File: config.mk
export PLATFORM = sky130hd
export DESIGN_NAME = vga_char_scanner
export DESIGN_NICKNAME = d
export VERILOG_FILES = /design/src/rtl/vga_char_scanner.sv
export SDC_FILE = /design/constraint.sdc
export NUM_CORES = 1
export LEC_CHECK = 0
export CAP_MARGIN = 20
export CELL_PAD_IN_SITES_DETAIL_PLACEMENT = 1
export CELL_PAD_IN_SITES_GLOBAL_PLACEMENT = 1
export CORE_ASPECT_RATIO = 0.6
export CORE_MARGIN = 5
export CORE_UTILIZATION = 39
export DETAILED_ROUTE_END_ITERATION = 12
export GPL_TIMING_DRIVEN = 0
export PLACE_DENSITY = 0.93
export SKIP_CTS_REPAIR_TIMING = 1
export SYNTH_ARGS = -nofsm -noshare
export SYNTH_HDL_FRONTEND = slang
export SYNTH_SLANG_ARGS = --single-unit
File: constraint.sdc
create_clock -name clk -period 3.65 [get_ports clk]
set_input_delay 0.9125 -clock clk [delete_from_list [all_inputs] [get_ports clk]]
set_output_delay 0.9125 -clock clk [all_outputs]
set_load 0.01 [all_outputs]
File: src/rtl/vga_char_scanner.sv
// 640x480@60Hz raster scanner: drives the character buffer read address from the
// h/v counters and turns the buffer's lit/out-of-bounds reply into registered VGA pins.
module vga_char_scanner #(
    parameter int          P_H_ACTIVE   = 640,
    parameter int          P_H_FP       = 16,
    parameter int          P_H_SYNC     = 96,
    parameter int          P_H_BP       = 48,
    parameter int          P_V_ACTIVE   = 480,
    parameter int          P_V_FP       = 10,
    parameter int          P_V_SYNC     = 2,
    parameter int          P_V_BP       = 33,
    parameter int          P_SCALE_LOG2 = 0,
    parameter logic [11:0] P_FG_RGB     = 12'hFFF,
    parameter logic [11:0] P_BG_RGB     = 12'h000,
    parameter logic [11:0] P_OOB_RGB    = 12'h004
) (
    input  logic       clk,
    input  logic       rst,
    output logic [6:0] read_hchar,
    output logic [5:0] read_vchar,
    output logic [2:0] read_hoffset,
    output logic [2:0] read_voffset,
    input  logic       read_lit,
    input  logic       out_of_bounds,
    output logic       vga_hs,
    output logic       vga_vs,
    output logic [3:0] vga_r,
    output logic [3:0] vga_g,
    output logic [3:0] vga_b,
    output logic       frame_start
);

    localparam logic [9:0] H_ACT    = 10'(P_H_ACTIVE);
    localparam logic [9:0] H_LAST   = 10'(P_H_ACTIVE + P_H_FP + P_H_SYNC + P_H_BP - 1);
    localparam logic [9:0] HS_FIRST = 10'(P_H_ACTIVE + P_H_FP);
    localparam logic [9:0] HS_LAST  = 10'(P_H_ACTIVE + P_H_FP + P_H_SYNC - 1);
    localparam logic [9:0] V_ACT    = 10'(P_V_ACTIVE);
    localparam logic [9:0] V_LAST   = 10'(P_V_ACTIVE + P_V_FP + P_V_SYNC + P_V_BP - 1);
    localparam logic [9:0] VS_FIRST = 10'(P_V_ACTIVE + P_V_FP);
    localparam logic [9:0] VS_LAST  = 10'(P_V_ACTIVE + P_V_FP + P_V_SYNC - 1);

    function automatic logic [11:0] pixel_colour(input logic active,
                                                 input logic oob,
                                                 input logic lit);
        logic [11:0] c;
        c = P_BG_RGB;
        if (!active) begin
            c = 12'h000;
        end else if (oob) begin
            c = P_OOB_RGB;
        end else if (lit) begin
            c = P_FG_RGB;
        end
        return c;
    endfunction

    logic [9:0]  h_cnt_q, h_cnt_d;
    logic [9:0]  v_cnt_q, v_cnt_d;
    logic        active;
    logic [9:0]  px, py;

    logic        s1_hs_n_q, s1_hs_n_d;
    logic        s1_vs_n_q, s1_vs_n_d;
    logic        s1_active_q, s1_active_d;
    logic        s1_first_q, s1_first_d;

    logic        vga_hs_q, vga_hs_d;
    logic        vga_vs_q, vga_vs_d;
    logic        frame_start_q, frame_start_d;
    logic [11:0] rgb_q, rgb_d;

    // Raster counters and combinational buffer address
    always_comb begin
        h_cnt_d = h_cnt_q + 10'd1;
        v_cnt_d = v_cnt_q;
        if (h_cnt_q == H_LAST) begin
            h_cnt_d = 10'd0;
            v_cnt_d = (v_cnt_q == V_LAST) ? 10'd0 : v_cnt_q + 10'd1;
        end

        active       = (h_cnt_q < H_ACT) && (v_cnt_q < V_ACT);
        px           = h_cnt_q >> P_SCALE_LOG2;
        py           = v_cnt_q >> P_SCALE_LOG2;
        read_hchar   = 7'd0;
        read_hoffset = 3'd0;
        read_vchar   = 6'd0;
        read_voffset = 3'd0;
        if (active) begin
            read_hchar   = 7'(px >> 3);
            read_hoffset = px[2:0];
            read_vchar   = 6'(py >> 3);
            read_voffset = py[2:0];
        end
    end

    // Stage 1: timing flags delayed to line up with the buffer's read latency
    always_comb begin
        s1_hs_n_d   = !((h_cnt_q >= HS_FIRST) && (h_cnt_q <= HS_LAST));
        s1_vs_n_d   = !((v_cnt_q >= VS_FIRST) && (v_cnt_q <= VS_LAST));
        s1_active_d = active;
        s1_first_d  = (h_cnt_q == 10'd0) && (v_cnt_q == 10'd0);
    end

    // Stage 2: output registers; blanking overrides whatever the buffer returned
    always_comb begin
        vga_hs_d      = s1_hs_n_q;
        vga_vs_d      = s1_vs_n_q;
        frame_start_d = s1_first_q;
        rgb_d         = pixel_colour(s1_active_q, out_of_bounds, read_lit);
    end

    always_ff @(posedge clk) begin
        if (rst) begin
            h_cnt_q       <= 10'd0;
            v_cnt_q       <= 10'd0;
            s1_hs_n_q     <= 1'b1;
            s1_vs_n_q     <= 1'b1;
            s1_active_q   <= 1'b0;
            s1_first_q    <= 1'b0;
            vga_hs_q      <= 1'b1;
            vga_vs_q      <= 1'b1;
            frame_start_q <= 1'b0;
            rgb_q         <= 12'h000;
        end else begin
            h_cnt_q       <= h_cnt_d;
            v_cnt_q       <= v_cnt_d;
            s1_hs_n_q     <= s1_hs_n_d;
            s1_vs_n_q     <= s1_vs_n_d;
            s1_active_q   <= s1_active_d;
            s1_first_q    <= s1_first_d;
            vga_hs_q      <= vga_hs_d;
            vga_vs_q      <= vga_vs_d;
            frame_start_q <= frame_start_d;
            rgb_q         <= rgb_d;
        end
    end

    assign vga_hs      = vga_hs_q;
    assign vga_vs      = vga_vs_q;
    assign frame_start = frame_start_q;
    assign vga_r       = rgb_q[11:8];
    assign vga_g       = rgb_q[7:4];
    assign vga_b       = rgb_q[3:0];

endmodule

==> impl_metrics.json <==
{
  "overflow": 0,
  "path_max_fanout": 10,
  "drv_cap": 0,
  "regToRegEndpoint": "py[0]$_SDFFE_PP0N_",
  "cts_num_sinks": 29,
  "grt_start_max_net_pins": 12,
  "postRouteWirelength_um": 4150,
  "worst-slew-pin-transition_ns": 0.471,
  "floorplan.initialDensity": 0.413,
  "timing.critical_path.required_ns": 2.74,
  "initial_antenna_violation_count": 0,
  "dr.first_iter.drc_count": 52,
  "cell_area_after_synthesis_um2": 1560,
  "post-layout-total-power_uw": 647,
  "placedCellCount": 257,
  "cts_inserted_buffers": 5,
  "wire_per_inst_um": 15.7,
  "track_usage": 0.166,
  "number_of_drc_violations_after_detailed_routing": 0,
  "crit_chain": "and3_1 -> nand2_1 -> and3b_1 -> clkbuf_1 -> and2_1 -> clkdlybuf4s50_1",
  "setup_viol": 0,
  "hold_viol_final": 0,
  "drtAntennaViolNets": 0,
  "crit_start": "py[7]$_SDFFE_PP0N_",
  "postSynth.asyncResetShare": 0,
  "cp-endpoint": "read_hchar[6]",
  "seq_area_frac_synth": 0.373,
  "power_leakage_nw": 0.831,
  "final_standard_cell_count_with_taps_included_and_fillers_excluded": 265,
  "final.setup_skew_ns": 0.00509,
  "min_path_type": "reg -> reg",
  "postSynthAreaPerCell_um2": 9.00,
  "setup_slack_ns": 0.476,
  "critical_path.max_stage_delay_ns": 0.54,
  "synth.ff_latch_count": 29,
  "core.rowCount": 17,
  "fmaxAchievable_ghz": 0.315,
  "totalNegativeSetupSlack_ns": 0,
  "postSynthNetCount": 181,
  "setup.worst_path.end_class": "primary output",
  "cts_tree": "built",
  "areaGrowthSynthToFinish_pct": 33.1,
  "post-route-min-period_ns": 3.17,
  "drive_gt1_frac": 0.216,
  "final_max_slew_viol_count": 0,
  "final_min_period_over_clock_period": 0.870,
  "crit_slowest_cell": "clkdlybuf4s50_1",
  "clk_pin_slew_ns": 0.06,
  "die_h_um": 58.9,
  "synthDominantCellAreaShare": 0.373,
  "io-pin-count": 38,
  "fp.dieArea_um2": 5400,
  "run_status": "finished clean",
  "synth_flop_cell": "dfxtp_1",
  "post-dp-hpwl_um": 3210,
  "worst_slew_margin_rel": 0.686,
  "grt_pass1_vias": 1352,
  "startpoint_type": "flip-flop",
  "rsz0062_at_grt": "no",
  "ff2ff_path_depth": 8,
  "h_tree_levels": 2,
  "cts-root-to-sink-buffers": 2,
  "reg2reg_slack_ns": 1.85,
  "data_arrival_time_of_the_critical_path_ns": 2.26,
  "cells_after_synth": 173,
  "worst-path-stages": 6,
  "timing.critical_path.max_delay_family": "buffers and inverters",
  "io_buffers": 37,
  "synth.yosys.warnings": 0,
  "pwr_density_cell_nw_per_um2": 312,
  "critical_path.reg2reg.startpoint": "h_cnt_q[0]$_SDFF_PP0_",
  "yosys.cell_types.count": 34,
  "floorplan.core_area_um2": 3760,
  "most_used_standard_cell_by_instance_count_after_synthesis": "dfxtp_1",
  "worst_skew_pair.late_latency_ns": 0.29,
  "finalNetCount": 225,
  "hold-worst-slack_ns": 0.412,
  "cts-root-buf": "clkbuf_8",
  "crit_buf_inv": 2,
  "ys_top_cells_by_area": "dfxtp_1 37%, and2_1 7.6%, buf_4 5.8%",
  "via_per_instance_ratio": 5.02,
  "dpl_worst_slack_ns": 0.797,
  "synth_enable_flop_cells": 0,
  "ir_drop_mv": 0.143,
  "synthTopCellsByCount": "29 x dfxtp_1, 19 x and2_1, 13 x nor2_2, 12 x buf_4",
  "vias": 1331,
  "dieWidth_um": 91.6,
  "path_class": "reg -> out",
  "drt-pass1-iter-count": 4,
  "synth_largest_area_cell": "dfxtp_1",
  "grt_pass1_wl_um": 6760,
  "gp_congestion": 0.807,
  "diodes": 0
}
## cells by family (layout without fill, tap and decap cells)
| kind of cell | Yosys count | after routing | synth area share |
|---|---|---|---|
| compound gates | 13 | 13 | 0.0571 |
| simple gates | 87 | 87 | 0.349 |
| buf+inv | 26 | 71 | 0.109 |
| fa+ha+maj | 4 | 4 | 0.0322 |
| flops | 29 | 29 | 0.373 |
| xor+xnor | 12 | 12 | 0.0675 |
| mux | 2 | 2 | 0.0129 |
## metrics by stage
| step | utilization | instance area, um2 |
|---|---|---|
| after CTS | 0.550 | 2070 |
| after detailed placement | 0.527 | 1990 |
| after global placement | 0.527 | 1990 |
| final | 0.550 | 2070 |
| after floorplan | - | 1560 |
| after global routing | 0.550 | 2070 |
## flip-flops by register name, summed over array words and instances (netlist names)
| name | cells |
|---|---|
| h_cnt_q | 10 |
| py | 10 |
| rgb_q | 2 |
| frame_start | 1 |
| frame_start_d | 1 |
| s1_active_q | 1 |
| s1_hs_n_q | 1 |
| s1_vs_n_q | 1 |
| vga_hs | 1 |
| vga_vs | 1 |
## layout make-up
type / instances / area, um2
Inverter: 5 / 18.8
Buffer: 21 / 150
Tap cell: 47 / 58.8
Timing Repair Buffer: 37 / 370
Fill cell: 445 / 1690
Clock buffer: 5 / 68.8
Clock inverter: 3 / 17.5
Sequential cell: 29 / 581
Multi-Input combinational cell: 118 / 807
## metal layers
metal / wire length [um] / part of all wire / global-route usage / vias up
met2: 1810 / 0.44 / 0.256 / 39
met4: 59 / 0.014 / 0.0622 / 0
met1: 2010 / 0.48 / 0.216 / 638
met3: 273 / 0.066 / 0.0575 / 5
met5: 0 / 0 / 0 / -
li1: - / - / - / 649
## placed cells by master (no fill, tap or decap), drive strengths merged
master / n
nor2b: 3
a41o: 1
and4: 1
ha: 4
xnor2: 3
nor3: 1
dfxtp: 29
nand4: 6
and2: 19
clkinv: 2
and4bb: 1
nor3b: 2
clkdlybuf4s50: 37
o21ai: 6
nand3: 5
nor4: 2
inv: 5
and3: 6
mux2i: 2
buf: 18
clkinvlp: 1
and3b: 1
nor2: 22
nand2: 7
xor2: 9
and4b: 1
a21oi: 6
clkbuf: 8
nor4bb: 1
or2: 3
or3: 6
## report_power, final
part	internal, mW	switching [mW]
logic	0.0294	0.0233
clock network	0.131	0.134
registers	0.323	0.00638
total	0.483	0.164
## worst min-delay path by stage
stage	from	slack (ns)	depth (start not counted)	end
floorplan	s1_hs_n_q$_SDFF_PP1_	0.38	1	vga_hs$_SDFF_PP1_
global placement	s1_vs_n_q$_SDFF_PP1_	0.39	1	vga_vs$_SDFF_PP1_
detailed placement	s1_hs_n_q$_SDFF_PP1_	0.40	1	vga_hs$_SDFF_PP1_
CTS	s1_hs_n_q$_SDFF_PP1_	0.41	1	vga_hs$_SDFF_PP1_
global route	s1_hs_n_q$_SDFF_PP1_	0.45	1	vga_hs$_SDFF_PP1_
finish	s1_hs_n_q$_SDFF_PP1_	0.41	1	vga_hs$_SDFF_PP1_
## worst reg2reg max path: stages, from the launching register on
cell     delay (ns)
dfxtp_1        0.44
ha_1           0.22
and3_1         0.17
buf_4          0.17
and3_1         0.17
buf_4          0.13
a41o_1         0.17
buf_6          0.17
nor2_2         0.06
Power figures use the tool's default switching activity.
